`src/rtl/ls74161_pc_pkg.sv`:
```
// Shared constants for the 74LS161-style program counter: slice width and slice count.
package ls74161_pc_pkg;

   localparam int unsigned SLICE_W = 4;

   function automatic int unsigned slice_count(input int unsigned width);
      return width / SLICE_W;
   endfunction

endpackage

```
`src/rtl/ls74161_pc_slice.sv`:
```
// One 4-bit synchronous binary counter slice modelled on the 74LS161.
module ls74161
   import ls74161_pc_pkg::*;
(
   input  logic               clk,
   input  logic               rst_n,
   input  logic               load_n,
   input  logic               enp,
   input  logic               ent,
   input  logic [SLICE_W-1:0] d,
   output logic [SLICE_W-1:0] q,
   output logic               rco
);

   logic [SLICE_W-1:0] cnt_q;
   logic [SLICE_W-1:0] cnt_d;

   // Load beats count; counting needs both enables.
   always_comb begin
      cnt_d = cnt_q;
      if (!load_n) begin
         cnt_d = d;
      end else if (enp && ent) begin
         cnt_d = cnt_q + SLICE_W'(1);
      end
   end

   always_ff @(posedge clk or negedge rst_n) begin
      if (!rst_n) begin
         cnt_q <= '0;
      end else begin
         cnt_q <= cnt_d;
      end
   end

   assign q = cnt_q;

   // Carry is independent of enp so a held all-ones value still signals terminal count.
   assign rco = ent && (cnt_q == '1);

endmodule

```
`src/rtl/ls74161_pc.sv`:
```
// Program counter built from WIDTH/4 cascaded ls74161 slices with a ripple enable-T chain.
module ls74161_pc
   import ls74161_pc_pkg::*;
#(
   parameter int unsigned WIDTH = 8
) (
   input  logic             clk,
   input  logic             rst_n,
   input  logic             load_n,
   input  logic             enp,
   input  logic             ent,
   input  logic [WIDTH-1:0] d,
   output logic [WIDTH-1:0] q,
   output logic             rco
);

   localparam int unsigned N_SLICES = slice_count(WIDTH);

   // ent_chain[k] feeds slice k; ent_chain[k+1] is that slice's rco.
   logic [N_SLICES:0] ent_chain;

   assign ent_chain[0] = ent;

   for (genvar k = 0; k < N_SLICES; k++) begin : g_slice
      ls74161 u_slice (
         .clk    (clk),
         .rst_n  (rst_n),
         .load_n (load_n),
         .enp    (enp),
         .ent    (ent_chain[k]),
         .d      (d[k*SLICE_W +: SLICE_W]),
         .q      (q[k*SLICE_W +: SLICE_W]),
         .rco    (ent_chain[k+1])
      );
   end

   assign rco = ent_chain[N_SLICES];

endmodule

```
`config.mk`:
```
export PLATFORM = sky130hd
export DESIGN_NAME = ls74161_pc
export DESIGN_NICKNAME = d
export VERILOG_FILES = /design/src/rtl/ls74161_pc_pkg.sv /design/src/rtl/ls74161_pc_slice.sv /design/src/rtl/ls74161_pc.sv
export SDC_FILE = /design/constraint.sdc
export NUM_CORES = 1
export LEC_CHECK = 0
export CELL_PAD_IN_SITES_DETAIL_PLACEMENT = 1
export CELL_PAD_IN_SITES_GLOBAL_PLACEMENT = 1
export CORE_AREA = 2 2 39 41
export DETAILED_ROUTE_END_ITERATION = 8
export DIE_AREA = 0 0 41 43
export DONT_BUFFER_PORTS = 1
export PLACE_DENSITY = 0.63
export SLEW_MARGIN = 5
export SYNTH_ARGS = -nofsm -noshare
export SYNTH_HDL_FRONTEND = slang
export SYNTH_SLANG_ARGS = --single-unit
export TNS_END_PERCENT = 30
```
`constraint.sdc`:
```
create_clock -name clk -period 1.7 [get_ports clk]
set_input_delay 0.34 -clock clk [delete_from_list [all_inputs] [get_ports clk]]
set_output_delay 0.34 -clock clk [all_outputs]
set_load 0.02 [all_outputs]
```
# ---- After elaboration in Yosys (flattened, before gate mapping)
# Index checks and enable logic that the tools add are counted.
dict set report classes {
  addsub 2
  eq_ne 4
  n_mux 4
  reduce_logical 4
}
# cell n
set op_table {}
lappend op_table {{two-way mux 4 bit} 4}
lappend op_table {{adder 4 x 1 -> 4 bit, second input constant} 2}
lappend op_table {{equality test 4 bit, second input constant} 2}
lappend op_table {{logical AND 1 bit} 4}
lappend op_table {{!= test 2 x 1 -> 1 bit, second input constant} 2}
dict set report word_totals {
  register_bits 8
  in_bits 13
  out_inout_bits 9
  wordCells 16
}

# ---- Logic depth before layout (Yosys ltp)
# Gate-level depths: netlist of the first run.
dict set report logic_depth {
  depth_word 5
  ltp_mapped 4
  depth_no_buf 4
}

# ---- Cells and area by module
# A second synthesis of the first run with hierarchy kept.
dict set report unflattened {
  hier_cells 46
  area_unflattened_um2 435.4
}
# mod instances cells_per_inst area_per_inst_um2 seq_area_each_um2
set modules_own_cells {}
lappend modules_own_cells {ls74161 2 23 217.7 100.1}

# ---- Worst setup path before layout of the first run
# OpenSTA, ideal clock, no wires.
dict set report synth_path {
  kind {register to output}
  startpoint {reg g_slice[0].u_slice.cnt_q[0]}
  endpoint {out rco}
  t_arrival_ns 1.150
  required_time_ns 1.360
  path_slack_ns 0.210
  path_stages_with_launch 4
  n_path_buf 0
  path_cell_list {dfrtp_1 -> ha_1 -> nand4_1 -> nor2_1}
}
dict set report synth_via {
  elab_chain_cells 3
}
# item line
set synth_lines {}
lappend synth_lines {{start, declared} ls74161_pc_slice.sv:15} ;# logic [SLICE_W-1:0] cnt_q;
lappend synth_lines {{start signal, assigned} ls74161_pc_slice.sv:32} ;# cnt_q <= cnt_d;
lappend synth_lines {{equality test 4 bit} ls74161_pc_slice.sv:39} ;# assign rco = ent && (cnt_q == '1);
lappend synth_lines {{logical AND 1 bit (2 in a row)} ls74161_pc_slice.sv:39}
lappend synth_lines {{end, declared} ls74161_pc.sv:14} ;# output logic rco
# Every way passes these cells.

# ---- Final worst setup path of the first run
dict set report layout_path {
  startpoint {reg g_slice[0].u_slice.cnt_q[3]}
  endpoint {out rco}
}
# The elaborated chain is that of the path after synthesis.

==> results.sh, run 1 <==
export IMPL_die_w_um=41
export IMPL_start_util_pct=32.6
export IMPL_leakage_nw=0.212
export IMPL_ys_seq_elements=8
export IMPL_finalNonFillerCells=75
export IMPL_synth_commonest_cells="9 x nor2_1, 8 x dfrtp_1, 5 x nand3_1, 5 x o21ai_0"
export IMPL_synthXorXnorAreaFrac_pct=3.88
export IMPL_synth_top_cell_by_area="dfrtp_1"
export IMPL_portBuffers=0
export IMPL_first_pass_iters=2
export IMPL_yosys_mux_area_fraction_pct=2.22
export IMPL_drt_initial_drc_count=4
export IMPL_setup_tns_final_ns=0
export IMPL_hold_viol_final=0
export IMPL_max_freq_ghz=0.625
export IMPL_grt_overflow=0
export IMPL_grt_first_pass_wirelength_mm=1.84
export IMPL_cts_max_path_buffers=2
export IMPL_htreeDepth=1
export IMPL_yosys_top_cells_area="dfrtp_1 44%, nor2_1 7.5%, a31oi_1 5.5%"
export IMPL_clkSinkCount=8
export IMPL_setup_viol=0
export IMPL_p_total_mw=0.497
export IMPL_yosysSeqAreaShare_pct=44.3
export IMPL_multi_input_area_um2=243
export IMPL_synth_top_family_by_area="simple AND/OR/NAND/NOR gates"
export IMPL_antenna_found_initial=0
export IMPL_syn_area_um2=452
export IMPL_nets=76
export IMPL_post_place_cells=71
export IMPL_synth_simple_area_share_pct=24.9
export IMPL_vias=426
export IMPL_diodes=0
export IMPL_wirelength_mm=1.15
export IMPL_timing_slew_headroom_pct=74.2
export IMPL_syn_num_nets=66
export IMPL_synth_compound_area_share_pct=17.2
export IMPL_grt_pass1_vias=438
export IMPL_hpwl_um=909
export IMPL_syn_to_final_growth_pct=19.9
export IMPL_cp_data_required_time_ns=1.36
export IMPL_status="finished, final reports clean"
export IMPL_track_usage_pct=15.8
export IMPL_tightest_slew_ns=0.385
export IMPL_path_max_fanout=5
export IMPL_wl_per_cell_um=15.3
export IMPL_clock_latency_ns=0.25
export IMPL_synth_edf_count=0
export IMPL_drive_gt1_share_pct=20.3
export IMPL_synthAdderAreaFrac_pct=5.54
export IMPL_drc=0
export IMPL_row_count=14
export IMPL_numCtsBuffers=3
export IMPL_critPathLaunchType="flip-flop"
export IMPL_dieArea_mm2=0.00176
export IMPL_ys_async_sr_fraction_pct=100
export IMPL_netlist_area_leader_share_pct=44.3
export IMPL_worstSetupPathType="reg2out"
export IMPL_synthFlopType="dfrtp_1"
export IMPL_ios=22
export IMPL_period_needed_ns=1.60
export IMPL_cp_end_kind="primary output"
export IMPL_core_area_mm2=0.00138
export IMPL_maxCapViolations=0
export IMPL_final_max_slew_viol_count=0
export IMPL_die_height_um=43
export IMPL_seq_area_um2=201
export IMPL_synth_cells=51
export IMPL_worst_slack_ns=0.0990
export IMPL_vdd_drop_max_mv=0.331
export IMPL_cts_clk_slew_worst_paths_ns=0.05
export IMPL_yosysMostFrequentCell="nor2_1"
export IMPL_grt_max_degree=17
export IMPL_fin_hold_ws_ns=0.167
export IMPL_yosys_warnings=0
export IMPL_rsz0062_at_grt="false"
export IMPL_antenna_left=0
export IMPL_largest_register_ff_count=8
export IMPL_place_gp_congestion=0.707
export IMPL_arrival_ns=1.26
export IMPL_power_density_mw_per_mm2=918
export IMPL_num_fill_cells=168
export IMPL_cts_root_buffer="clkbuf_4"
export IMPL_hp_class="in2reg"
export IMPL_synth_cell_types=16
export IMPL_avgSynthCellArea_um2=8.86
export IMPL_finClkSkew_ns=0.000811
export IMPL_cts_tree="yes"
export IMPL_place_ws_ns=0.325
export IMPL_viasPerCell=5.68
export IMPL_fin_crit_sh_pct=94.2
-- worst max-delay path, cell delays in order, from the launching register on --
cell and delay [ns]:
dfrtp_1 0.52, nand4_1 0.19, nor2_1 0.15, buf_4 0.15
-- area by class of cell --
type / instances / area share (%)
Multi-Input combinational cell: 41 / 44.8
Sequential cell: 8 / 37.2
Timing Repair Buffer: 7 / 10.2
Clock buffer: 3 / 4.16
Tap cell: 16 / 3.70
-- kinds of logic after synthesis --
family / after synthesis
xor+xnor: 2
buf+inv: 2
flops: 8
simple gates: 22
fa+ha+maj: 2
compound gates: 14
mux: 1
-- worst paths after layout --
kind	startpoint	endpoint	slack, ns	cells past startpoint
max	g_slice[0].u_slice.q[3]	rco	0.1	3
min	load_n	g_slice[0].u_slice.q[2]	0.17	1
max reg2reg	g_slice[0].u_slice.q[3]	g_slice[1].u_slice.q[3]	0.36	3
min reg2reg	g_slice[0].u_slice.q[1]	g_slice[0].u_slice.q[1]	0.69	3
max in group asynchronous	rst_n	g_slice[0].u_slice.q[2]	0.96	1
min in group asynchronous	rst_n	g_slice[0].u_slice.q[3]	0.45	1
-- per-stage QoR --
| stage | area, um2 | util, % |
|---|---|---|
| 3_5_place_dp | 508 | 36.7 |
| 3_3_place_gp | 508 | 36.7 |
| 5_1_grt | 542 | 39.2 |
| 2_1_floorplan | 452 | - |
| 4_1_cts | 541 | 39.1 |
| 6_report | 542 | 39.2 |
-- power breakdown --
part	internal, mW	switching (mW)
clock	0.0807	0.0626
combinational	0.0478	0.0647
sequential	0.212	0.0298
-- layout by cell type (no fill, tap or decap), drive strengths merged --
cell type and instances:
a21oi 4, a31oi 4, buf 6, clkbuf 3, dfrtp 8, dlygate4sd3 1, ha 2, mux2i 1
nand2 1, nand3 6, nand4 2, nor2 9, o21a 1, o21ai 5, or3 4, xor2 2
-- repair_timing --
action                     in CTS  in global routing
setup endpoints to repair       0                  1
buffers inserted                0                  0
hold endpoints to repair        8                  0
hold buffers                    1                  0
resized for setup               0                  1
-- routing by layer --
metal | vias up | global-route usage (%) | wire, um
li1 | 206 | - | -
met1 | 204 | 16.3 | 460
met2 | 14 | 26.3 | 594
met3 | 2 | 4.19 | 79
met4 | 0 | 10.0 | 14
met5 | - | 0 | 0
Power figures use the tool's default switching activity.
==> inputs of run 2 (changes only) <==
--- a/config.mk
+++ b/config.mk
@@ -8,6 +8,7 @@
 export CELL_PAD_IN_SITES_DETAIL_PLACEMENT = 1
 export CELL_PAD_IN_SITES_GLOBAL_PLACEMENT = 1
 export CORE_AREA = 2 2 39 41
+export CTS_BUF_LIST = sky130_fd_sc_hd__clkbuf_16
 export DETAILED_ROUTE_END_ITERATION = 8
 export DIE_AREA = 0 0 41 43
 export DONT_BUFFER_PORTS = 1
==> results.sh, run 2 (synthesis gave the netlist of run 1 again) <==
export IMPL_cp_end_kind="primary output"
export IMPL_leakage_nw=0.236
export IMPL_vias=412
export IMPL_viasPerCell=5.49
export IMPL_gr_max_usage_layer="met2"
export IMPL_final_common_cell="nor2_1"
export IMPL_grt_first_pass_wirelength_mm=1.84
export IMPL_grt_pass1_vias=438
export IMPL_cts_max_path_buffers=2
export IMPL_start_util_pct=32.6
export IMPL_slowest_delay_ns=0.54
export IMPL_worst_r2r_endpoint="g_slice[1].u_slice.q[3]"
export IMPL_drc=0
export IMPL_timing_slew_headroom_pct=74.6
export IMPL_numCtsBuffers=3
export IMPL_grt_overflow=0
export IMPL_track_usage_pct=16.3
export IMPL_diodes=0
export IMPL_die_height_um=43
export IMPL_die_w_um=41
export IMPL_max_freq_ghz=0.625
export IMPL_cts_tree="yes"
export IMPL_use_met3_pct=5.76
export IMPL_clock_latency_ns=0.23
export IMPL_portBuffers=0
export IMPL_path_delay_family="flip-flops"
export IMPL_path_max_fanout=5
export IMPL_finalNonFillerCells=75
export IMPL_worstHoldPathCells=1
export IMPL_row_count=14
export IMPL_grt_max_degree=17
export IMPL_path_cells="nand4_1 -> nor2_1 -> buf_4"
export IMPL_fin_crit_sh_pct=94.1
export IMPL_finClkSkew_ns=0.000913
export IMPL_grt_use_met1_pct=16.0
export IMPL_rsz0062_at_grt="false"
export IMPL_largest_register_ff_count=8
export IMPL_syn_to_final_growth_pct=31.3
export IMPL_wl_per_cell_um=15.6
export IMPL_clkSinkCount=8
export IMPL_wirelength_mm=1.17
export IMPL_drive_gt1_share_pct=18.6
export IMPL_vdd_drop_max_mv=0.482
export IMPL_layout_common_cells="9 x nor2_1, 8 x dfrtp_1, 6 x buf_4"
export IMPL_maxCapViolations=0
export IMPL_worstSetupPathType="reg2out"
export IMPL_dieArea_mm2=0.00176
export IMPL_slowest_stage="dfrtp_1"
export IMPL_htreeDepth=1
export IMPL_nets=76
export IMPL_post_cts_setup_buffers=0
export IMPL_arrival_ns=1.26
export IMPL_place_gp_congestion=0.707
export IMPL_antenna_found_initial=0
export IMPL_tightest_slew_ns=0.380
export IMPL_hp_start="load_n"
export IMPL_r2r_start="g_slice[0].u_slice.q[2]"
export IMPL_hold_viol_final=0
export IMPL_hpwl_um=909
export IMPL_post_place_cells=71
export IMPL_setup_viol=0
export IMPL_power_density_mw_per_mm2=1250
export IMPL_ctsResizeCount=0
export IMPL_reg2reg_depth=3
export IMPL_drt_initial_drc_count=5
export IMPL_period_needed_ns=1.60
export IMPL_cts_root_buffer="clkbuf_16"
export IMPL_first_pass_iters=3
export IMPL_critPathLaunchType="flip-flop"
export IMPL_core_area_mm2=0.00138
export IMPL_status="finished, final reports clean"
export IMPL_holdBufCountCts=1
export IMPL_place_ws_ns=0.325
export IMPL_hp_class="in2reg"
export IMPL_min_to="g_slice[0].u_slice.q[2]"
export IMPL_met2_usage_pct=26.3
export IMPL_cts_clk_slew_worst_paths_ns=0.04
export IMPL_ios=22
export IMPL_worst_slack_ns=0.100
export IMPL_final_max_slew_viol_count=0
export IMPL_reg2reg_slack_ns=0.34
export IMPL_critPathBufInv=1
export IMPL_cp_data_required_time_ns=1.36
export IMPL_p_total_mw=0.741
export IMPL_setup_tns_final_ns=0
export IMPL_antenna_left=0
## run 2: how the worst max path moves through the flow
stage | end | cells past startpoint | from | slack [ns]
after global placement | rco | 3 | g_slice[0].u_slice.q[2] | 0.35
final | rco | 3 | g_slice[0].u_slice.q[2] | 0.10
after CTS | rco | 3 | g_slice[0].u_slice.q[2] | 0.08
after floorplan | rco | 3 | g_slice[0].u_slice.q[0] | 0.21
after detailed placement | g_slice[1].u_slice.q[3] | 3 | g_slice[0].u_slice.q[2] | 0.33
after global routing | rco | 3 | g_slice[0].u_slice.q[2] | 0.03
## run 2: layout make-up
| cell class | instances | area [um2] |
|---|---|---|
| Timing Repair Buffer | 7 | 55.1 |
| Tap cell | 16 | 20.0 |
| Fill cell | 162 | 791 |
| Sequential cell | 8 | 200 |
| Multi-Input combinational cell | 41 | 243 |
| Clock buffer | 3 | 75.1 |
## run 2: report_power, final
| group | switching [mW] | internal, mW |
|---|---|---|
| sequential | 0.0300 | 0.212 |
| clock | 0.0846 | 0.303 |
| combinational | 0.0647 | 0.0478 |
## run 2: stage by stage
step,hold WS [ns],area (um2),utilization [%]
floorplan,0.0444,452,-
global route,0.189,593,42.9
global placement,0.0446,508,36.7
detailed placement,0.0446,508,36.7
finish,0.194,593,42.9
CTS,0.192,593,42.9
## run 2: per-layer routing
| metal | vias up | part of all wire [%] |
|---|---|---|
| li1 | 206 | - |
| met1 | 190 | 41 |
| met2 | 14 | 50 |
| met3 | 2 | 6.7 |
| met4 | 0 | 1.6 |
| met5 | - | 0 |
==> inputs of run 3 (changes only) <==
==> constraint.sdc (replaced) <==
create_clock -name clk -period 1.7 [get_ports clk]
set_input_delay 0.34 -clock clk [delete_from_list [all_inputs] [get_ports clk]]
set_output_delay 0.34 -clock clk [all_outputs]
set_load 0.05 [all_outputs]
==> results.sh, run 3 (synthesis gave the netlist of run 1 again) <==
export IMPL_vias=440
export IMPL_rsz0062_at_grt="false"
export IMPL_grt_max_degree=17
export IMPL_die_height_um=43
export IMPL_viasPerCell=5.57
export IMPL_syn_to_final_growth_pct=42.1
export IMPL_arrival_ns=1.29
export IMPL_reg2reg_slack_ns=0.32
export IMPL_grt_overflow=0
export IMPL_setup_viol=0
export IMPL_diodes=0
export IMPL_layout_common_cells="8 x nor2_1, 8 x buf_4, 6 x dfrtp_1"
export IMPL_period_needed_ns=1.63
export IMPL_portBuffers=0
export IMPL_maxCapViolations=0
export IMPL_finClkSkew_ns=0.000845
export IMPL_place_ws_ns=0.313
export IMPL_finalNonFillerCells=79
export IMPL_cp_end_kind="primary output"
export IMPL_grt_pass1_vias=432
export IMPL_htreeDepth=1
export IMPL_timing_slew_headroom_pct=75.5
export IMPL_worst_slack_ns=0.0708
export IMPL_antenna_found_initial=0
export IMPL_drive_gt1_share_pct=27.0
export IMPL_worstSetupPathType="reg2out"
export IMPL_track_usage_pct=17.6
export IMPL_reg2reg_depth=4
export IMPL_core_area_mm2=0.00138
export IMPL_final_max_slew_viol_count=0
export IMPL_drc=0
export IMPL_ios=22
export IMPL_cts_max_path_buffers=2
export IMPL_antenna_left=0
export IMPL_cp_data_required_time_ns=1.36
export IMPL_num_fill_cells=167
export IMPL_nets=79
export IMPL_dieArea_mm2=0.00176
export IMPL_post_place_cells=74
export IMPL_numCtsBuffers=3
export IMPL_fin_crit_sh_pct=95.8
export IMPL_wl_per_cell_um=15.4
export IMPL_hold_viol_final=0
export IMPL_vdd_drop_max_mv=0.634
export IMPL_first_pass_iters=2
export IMPL_leakage_nw=0.257
export IMPL_hp_class="in2reg"
export IMPL_cts_tree="yes"
export IMPL_critPathLaunchType="flip-flop"
export IMPL_grt_first_pass_wirelength_mm=2.01
export IMPL_wirelength_mm=1.22
export IMPL_clkSinkCount=8
export IMPL_cts_root_buffer="clkbuf_16"
export IMPL_path_max_fanout=3
export IMPL_power_density_mw_per_mm2=1280
export IMPL_drt_initial_drc_count=3
export IMPL_row_count=14
export IMPL_setup_tns_final_ns=0
export IMPL_largest_register_ff_count=8
export IMPL_startpoint="g_slice[0].u_slice.q[0]"
export IMPL_tightest_slew_ns=0.367
export IMPL_status="finished, final reports clean"
export IMPL_place_gp_congestion=0.747
export IMPL_cp_endpoint="rco"
export IMPL_die_w_um=41
export IMPL_clock_latency_ns=0.23
export IMPL_hpwl_um=923
export IMPL_cts_clk_slew_worst_paths_ns=0.04
export IMPL_worst_r2r_endpoint="g_slice[1].u_slice.q[3]"
export IMPL_start_util_pct=32.6
export IMPL_r2r_start="g_slice[0].u_slice.q[0]"
export IMPL_max_freq_ghz=0.614
==> run 3: worst max-delay path: stages (launching register included) <==
cell and delay (ns):
dfrtp_2 0.35, ha_1 0.20, nand4_1 0.19, nor2_4 0.18, buf_12 0.14
==> run 3: what timing repair did <==
action / 4_1_cts / 5_1_grt
endpoints found under the hold margin: 8 / 0
hold buffers: 1 / 0
gates resized for setup: 0 / 0
setup buffers: 0 / 0
==> run 3: worst min-delay path by stage <==
| stage | startpoint | to | slack (ns) | depth (start not counted) |
|---|---|---|---|---|
| floorplan | rst_n | g_slice[0].u_slice.q[0] | 0.04 | 0 |
| global placement | rst_n | g_slice[1].u_slice.q[3] | 0.04 | 0 |
| detailed placement | rst_n | g_slice[1].u_slice.q[3] | 0.04 | 0 |
| CTS | load_n | g_slice[0].u_slice.q[1] | 0.18 | 1 |
| global route | load_n | g_slice[0].u_slice.q[1] | 0.18 | 1 |
| finish | load_n | g_slice[0].u_slice.q[1] | 0.19 | 1 |
==> run 3: cell type report <==
type / instances / area [um2] / share of cell area (%)
Sequential cell: 8 / 203 / 31.6
Clock inverter: 1 / 3.75 / 0.585
Timing Repair Buffer: 10 / 90.1 / 14.0
Clock buffer: 3 / 75.1 / 11.7
Multi-Input combinational cell: 41 / 250 / 39.0
Tap cell: 16 / 20.0 / 3.12
==> run 3: through the flow <==
| step | instance area [um2] | hold WS, ns | util (%) | power [mW] |
|---|---|---|---|---|
| after floorplan | 462 | 0.0444 | - | 0.368 |
| after global placement | 553 | 0.0446 | 40.0 | 0.412 |
| after detailed placement | 553 | 0.0446 | 40.0 | 0.418 |
| after CTS | 642 | 0.182 | 46.4 | 0.836 |
| after global routing | 642 | 0.179 | 46.4 | 0.863 |
| final | 642 | 0.186 | 46.4 | 0.824 |
==> run 3: per-layer routing <==
metal	GRT usage, %	routed length, um
met5	0	0
met4	10.0	27
met1	22.1	519
met3	7.85	68
met2	24.1	602
==> run 3: where the power goes <==
part	switching, mW	internal [mW]
clock network	0.0970	0.307
logic	0.130	0.0592
registers	0.0182	0.213
